File: src/rtl/demux1x2_8bits.sv
// rtl/demux1x2_8bits.sv - 1:2 byte un-striper, first byte after reset/flush to lane 1.
// Optional completed-pair counter enabled by DEMUX_PAIR_CNT_EN.
module demux1x2_8bits #(
  parameter int unsigned TIMEOUT = 3,
  parameter int unsigned CNT_W   = 8
) (
  input  logic             clk,
  input  logic             reset,
  input  logic [7:0]       data_in,
  input  logic             valid_in,
  output logic [7:0]       data_out0,
  output logic [7:0]       data_out1,
  output logic             valid_out0,
  output logic             valid_out1
`ifdef DEMUX_PAIR_CNT_EN
  ,
  output logic [CNT_W-1:0] pair_count
`endif
);

  localparam int unsigned IW        = (TIMEOUT < 1) ? 1 : $clog2(TIMEOUT + 1);
  localparam int unsigned LAST_IDLE = (TIMEOUT > 0) ? TIMEOUT - 1 : 0;

  typedef enum logic {IDLE, HALF} state_e;

  state_e          state_q;
  logic [7:0]      hold_q;
  logic [7:0]      data0_q;
  logic [7:0]      data1_q;
  logic            valid0_q;
  logic            valid1_q;
  logic [IW-1:0]   idle_q;
  logic            flush;
  logic            pair_done;

  // An arriving byte completes the pair even on the cycle the timeout expires.
  assign flush     = (TIMEOUT > 0) && (state_q == HALF) && !valid_in &&
                     (idle_q == IW'(LAST_IDLE));
  assign pair_done = (state_q == HALF) && valid_in;

  always_ff @(posedge clk or negedge reset) begin
    if (!reset) begin
      state_q  <= IDLE;
      hold_q   <= '0;
      data0_q  <= '0;
      data1_q  <= '0;
      valid0_q <= 1'b0;
      valid1_q <= 1'b0;
      idle_q   <= '0;
    end else begin
      valid0_q <= 1'b0;
      valid1_q <= 1'b0;
      if (state_q == IDLE) begin
        if (valid_in) begin
          hold_q  <= data_in;
          idle_q  <= '0;
          state_q <= HALF;
        end
      end else begin
        if (pair_done) begin
          data1_q  <= hold_q;
          data0_q  <= data_in;
          valid0_q <= 1'b1;
          valid1_q <= 1'b1;
          state_q  <= IDLE;
        end else if (flush) begin
          data1_q  <= hold_q;
          valid1_q <= 1'b1;
          state_q  <= IDLE;
        end else if ((TIMEOUT > 0) && (idle_q != '1)) begin
          idle_q <= idle_q + 1'b1;
        end
      end
    end
  end

  assign data_out0  = data0_q;
  assign data_out1  = data1_q;
  assign valid_out0 = valid0_q;
  assign valid_out1 = valid1_q;

`ifdef DEMUX_PAIR_CNT_EN
  logic [CNT_W-1:0] pair_cnt_q;

  // Updates on the same edge that raises both valids, so it is visible with the pulse.
  always_ff @(posedge clk or negedge reset) begin
    if (!reset) begin
      pair_cnt_q <= '0;
    end else if (pair_done) begin
      pair_cnt_q <= pair_cnt_q + 1'b1;
    end
  end

  assign pair_count = pair_cnt_q;
`endif

endmodule

File: config.mk
export PLATFORM = sky130hd
export DESIGN_NAME = demux1x2_8bits
export DESIGN_NICKNAME = d
export VERILOG_FILES = /design/src/rtl/demux1x2_8bits.sv
export SDC_FILE = /design/constraint.sdc
export NUM_CORES = 1
export LEC_CHECK = 0
export BUFFER_PORTS_ARGS = -buffer_cell sky130_fd_sc_hd__buf_2
export CAP_MARGIN = 10
export CELL_PAD_IN_SITES_DETAIL_PLACEMENT = 0
export CELL_PAD_IN_SITES_GLOBAL_PLACEMENT = 2
export CORE_MARGIN = 5
export CORE_UTILIZATION = 38
export DETAILED_ROUTE_END_ITERATION = 6
export GPL_TIMING_DRIVEN = 0
export PLACE_DENSITY_LB_ADDON = 0.1
export SYNTH_ARGS = -nofsm -noshare
export SYNTH_HDL_FRONTEND = slang
export SYNTH_SLANG_ARGS = --single-unit
File: constraint.sdc
create_clock -name clk -period 3.2 [get_ports clk]
set_input_delay 0.64 -clock clk [delete_from_list [all_inputs] [get_ports clk]]
set_output_delay 0.64 -clock clk [all_outputs]
set_load 0.05 [all_outputs]
==> out/summary.log <==
qor: setup_path.worstSetupEndpointType register
qor: clocking.clk_transition_reported_paths 0.08 ns
qor: setup_path.buffers_and_inverters_on_the_worst_path 1
qor: floorplanning.core_region_area 0.00300 mm2
qor: sta.rsz0062_at_grt false
qor: route.dr.first_iter.drc_count 18
qor: sta.maxSlewViolCount 0
qor: setup_path.regToRegSetupSlack 1.60 ns
qor: setup_path.critical_path.max_stage_delay 0.43 ns
qor: placed_design.io_buffers 27
qor: grt.global_route.usage.total 10.9%
qor: grt.grt_pass1_vias 728
qor: cells_and_area.layout.nets 123
qor: sta.final_critical_delay_including_setup_and_external_delays 1.60 ns
qor: sta.finalClockSkew 0.00195 ns
qor: floorplanning.die_w 65.6 um
qor: clocking.cts.hold.buffers_added 0
qor: sta.slew-limit-headroom 58.1%
qor: floorplanning.rows 20
qor: floorplanning.floorplan.die_area 0.00430 mm2
qor: logic_synthesis.synth.yosys.warnings 0
qor: power.power.static_leakage 0.669 nW
qor: cells_and_area.drive_gt1_share 59.6%
qor: clocking.clock_latency 0.31 ns
qor: floorplanning.die_height 65.6 um
qor: min_path.worst_hold_path_type in2async
qor: clocking.post-cts-setup-buffers 0
qor: placed_design.detailed_place_hpwl 1.39 mm
qor: setup_path.worst_r2r_path_depth 4
qor: setup_path.worst_path_max_delay_cell dfrtp_1
qor: sta.final_min_period_over_clock_period 50.0%
qor: clocking.post_cts_resized 0
qor: logic_synthesis.number_of_unique_standard_cell_types_used_by_synthesis 15
qor: clocking.cts.sink_count 29
qor: logic_synthesis.post-synth-top-area-fraction 61.8%
qor: route.ant_nets 0
qor: route.routed-via-count 703
qor: sta.tightest_slew 0.629 ns
qor: floorplanning.start_util 39.1%
qor: cells_and_area.multi_input_area 399 um2
qor: sta.clock.fmax 625 MHz
qor: logic_synthesis.synth.ff_latch_count 29
qor: power.power.density 1130 mW/mm2
qor: route.wire_per_inst 14.1 um
qor: grt.grt_start_max_net_pins 30
qor: setup_path.timing.critical_path.to data_out1[1]
qor: setup_path.crit_path_cell_trace inv_1, ha_1, o21ai_4, mux2_2
qor: cells_and_area.fill_cells 297
qor: grt.initial_antenna_violation_count 0
qor: grt.grt_first_pass_wirelength 3.46 mm
qor: power.vdd_ir_drop_max 394 uV
qor: sta.hold_viol_final 0
qor: logic_synthesis.synth.yosys.seq_area_share 61.8%
qor: sta.finalSetupTns 0 ns
qor: route.drc 0
qor: route.dr.pass1.iters 2
qor: grt.global_route.overflow_total 0
qor: placed_design.placed_instance_count 136
qor: route.detail_route.vias_per_cell 4.95
qor: clocking.tritoncts_clock_tree done
qor: setup_path.worstPathRequired 3.41 ns
qor: clocking.count_of_h_tree_levels_built_during_cts 2
qor: status.run_status finished, final reports clean
qor: setup_path.crit_cells 4
qor: run.max_cap_viol_count 0
qor: setup_path.critPathMaxFanout 9
qor: setup_path.regToRegStartpoint idle_q[0]
qor: floorplanning.design.portCount 29
qor: route.wl 2.00 mm
qor: placed_design.gp_congestion 0.667
qor: setup_path.start_kind register
qor: sta.setup_violations 0
qor: logic_synthesis.yosysTopAreaCell dfrtp_1
qor: setup_path.regToRegEndpoint data_out1[1]
qor: setup_path.cp.arrival 1.80 ns
qor: power.design_power_total 0.00157 W
qor: logic_synthesis.synth.cell_area 0.00117 mm2
qor: clocking.cts-root-to-sink-buffers 2
qor: setup_path.crit_type reg2reg
qor: setup_path.cpLargestDelayFamily flip-flops
qor: clocking.clk_root_buffer_cell clkbuf_4
qor: logic_synthesis.synth.area.top_cells dfrtp_1 62%, mux2_2 23%, buf_6 2.9%
qor: cells_and_area.synthToLayoutAreaGrowth 18.7%
qor: cells_and_area.post_layout_nonfiller_instances 142
qor: logic_synthesis.synth_nets 89
qor: cells_and_area.final-seq-area 726 um2
qor: logic_synthesis.syn_area_per_cell 15.4 um2
qor: clocking.cts_buffers 5
qor: cells_and_area.antenna_cells 0
qor: setup_path.worst_setup_path_startpoint idle_q[0]
qor: logic_synthesis.syn-instance-count 76
[Yosys cell counts]
master and n:
nor2b_4 1, nor2_1 1, mux2_2 24, nand2_1 2, dfrtp_1 29, buf_6 3
a21oi_1 2, nor4b_1 2, inv_1 4, a21o_2 1, ha_1 2, nand2_2 1
o21ai_0 2, o21ai_4 1, o31a_2 1
[per-stage QoR]
step	cell area [um2]	setup slack [ns]	utilization (%)	hold slack, ns
floorplan	1170	1.72	-	0.344
global placement	1350	1.60	45.0	0.482
detailed placement	1350	1.59	45.0	0.489
CTS	1390	1.60	46.4	0.353
global route	1390	1.55	46.4	0.375
finish	1390	1.60	46.4	0.337
[kinds of logic (layout without fill, tap and decap cells)]
logic type | count (synthesis) | in the layout | share of synthesized area, %
muxes | 24 | 24 | 23.0
DFF | 29 | 29 | 61.8
and+or+nand+nor | 7 | 7 | 4.16
adders and majority gates | 2 | 2 | 2.13
AOI/OAI and AO/OA | 7 | 7 | 4.69
buffers and inverters | 7 | 40 | 4.16
[worst min path at each step]
stage	from	endpoint	slack [ns]	cells past startpoint
after global placement	data_out0[3]	data_out0[3]	0.48	1
after CTS	reset	hold_q[7]	0.35	1
after global routing	reset	data_out0[3]	0.37	1
after floorplan	reset	data_out0[0]	0.34	0
final	reset	data_out1[3]	0.34	1
after detailed placement	data_out1[1]	data_out1[1]	0.49	1
[worst reg2reg max path, delay by kind of cell, from the launching register on]
| family | cells | cell delay (ns) |
|---|---|---|
| adder cells (fa/ha/maj) | 1 | 0.28 |
| buffers and inverters | 1 | 0.06 |
| AO/OA/AOI/OAI | 1 | 0.34 |
| flip-flops | 1 | 0.43 |
| multiplexers | 1 | 0.38 |
[where the power goes]
group	internal, W	switching (W)	total [W]
logic	0.000248	0.000533	0.000781
registers	0.000523	0.0000730	0.000596
clock network	0.0000760	0.000115	0.000191
total	0.000847	0.000721	0.00157
[flip-flops by register name (all words and copies together), names as in the netlist]
signal	count
valid_out0	1
valid_out1	1
hold_q	8
idle_q	2
data_out1	8
data_out0	8
state_q	1
[cell type report]
type	count	area share (%)
clock buffers	5	2.70
repair buffers	27	9.70
plain buffers	3	2.43
well taps	33	2.96
flip-flops and latches	29	52.1
clock inverters	1	0.359
inverters	4	1.08
multi-input cells	40	28.7
[layer usage]
layer	vias up	GRT usage (%)	share of wire [%]
met3	2	5.47	7.4
met1	352	12.4	43
met4	0	3.11	1.1
met2	22	18.0	49
li1	327	-	-
met5	-	0	0
[cell usage in the layout (no fill, tap or decap), drive strengths merged]
cell type	count
o21ai	3
nor4b	2
mux2	24
ha	2
nand2	3
nor2b	1
nor2	1
buf	30
a21o	1
a21oi	2
inv	4
clkbuf	5
o31a	1
clkinv	1
dfrtp	29
No activity file was read; power rests on OpenSTA's default activity.
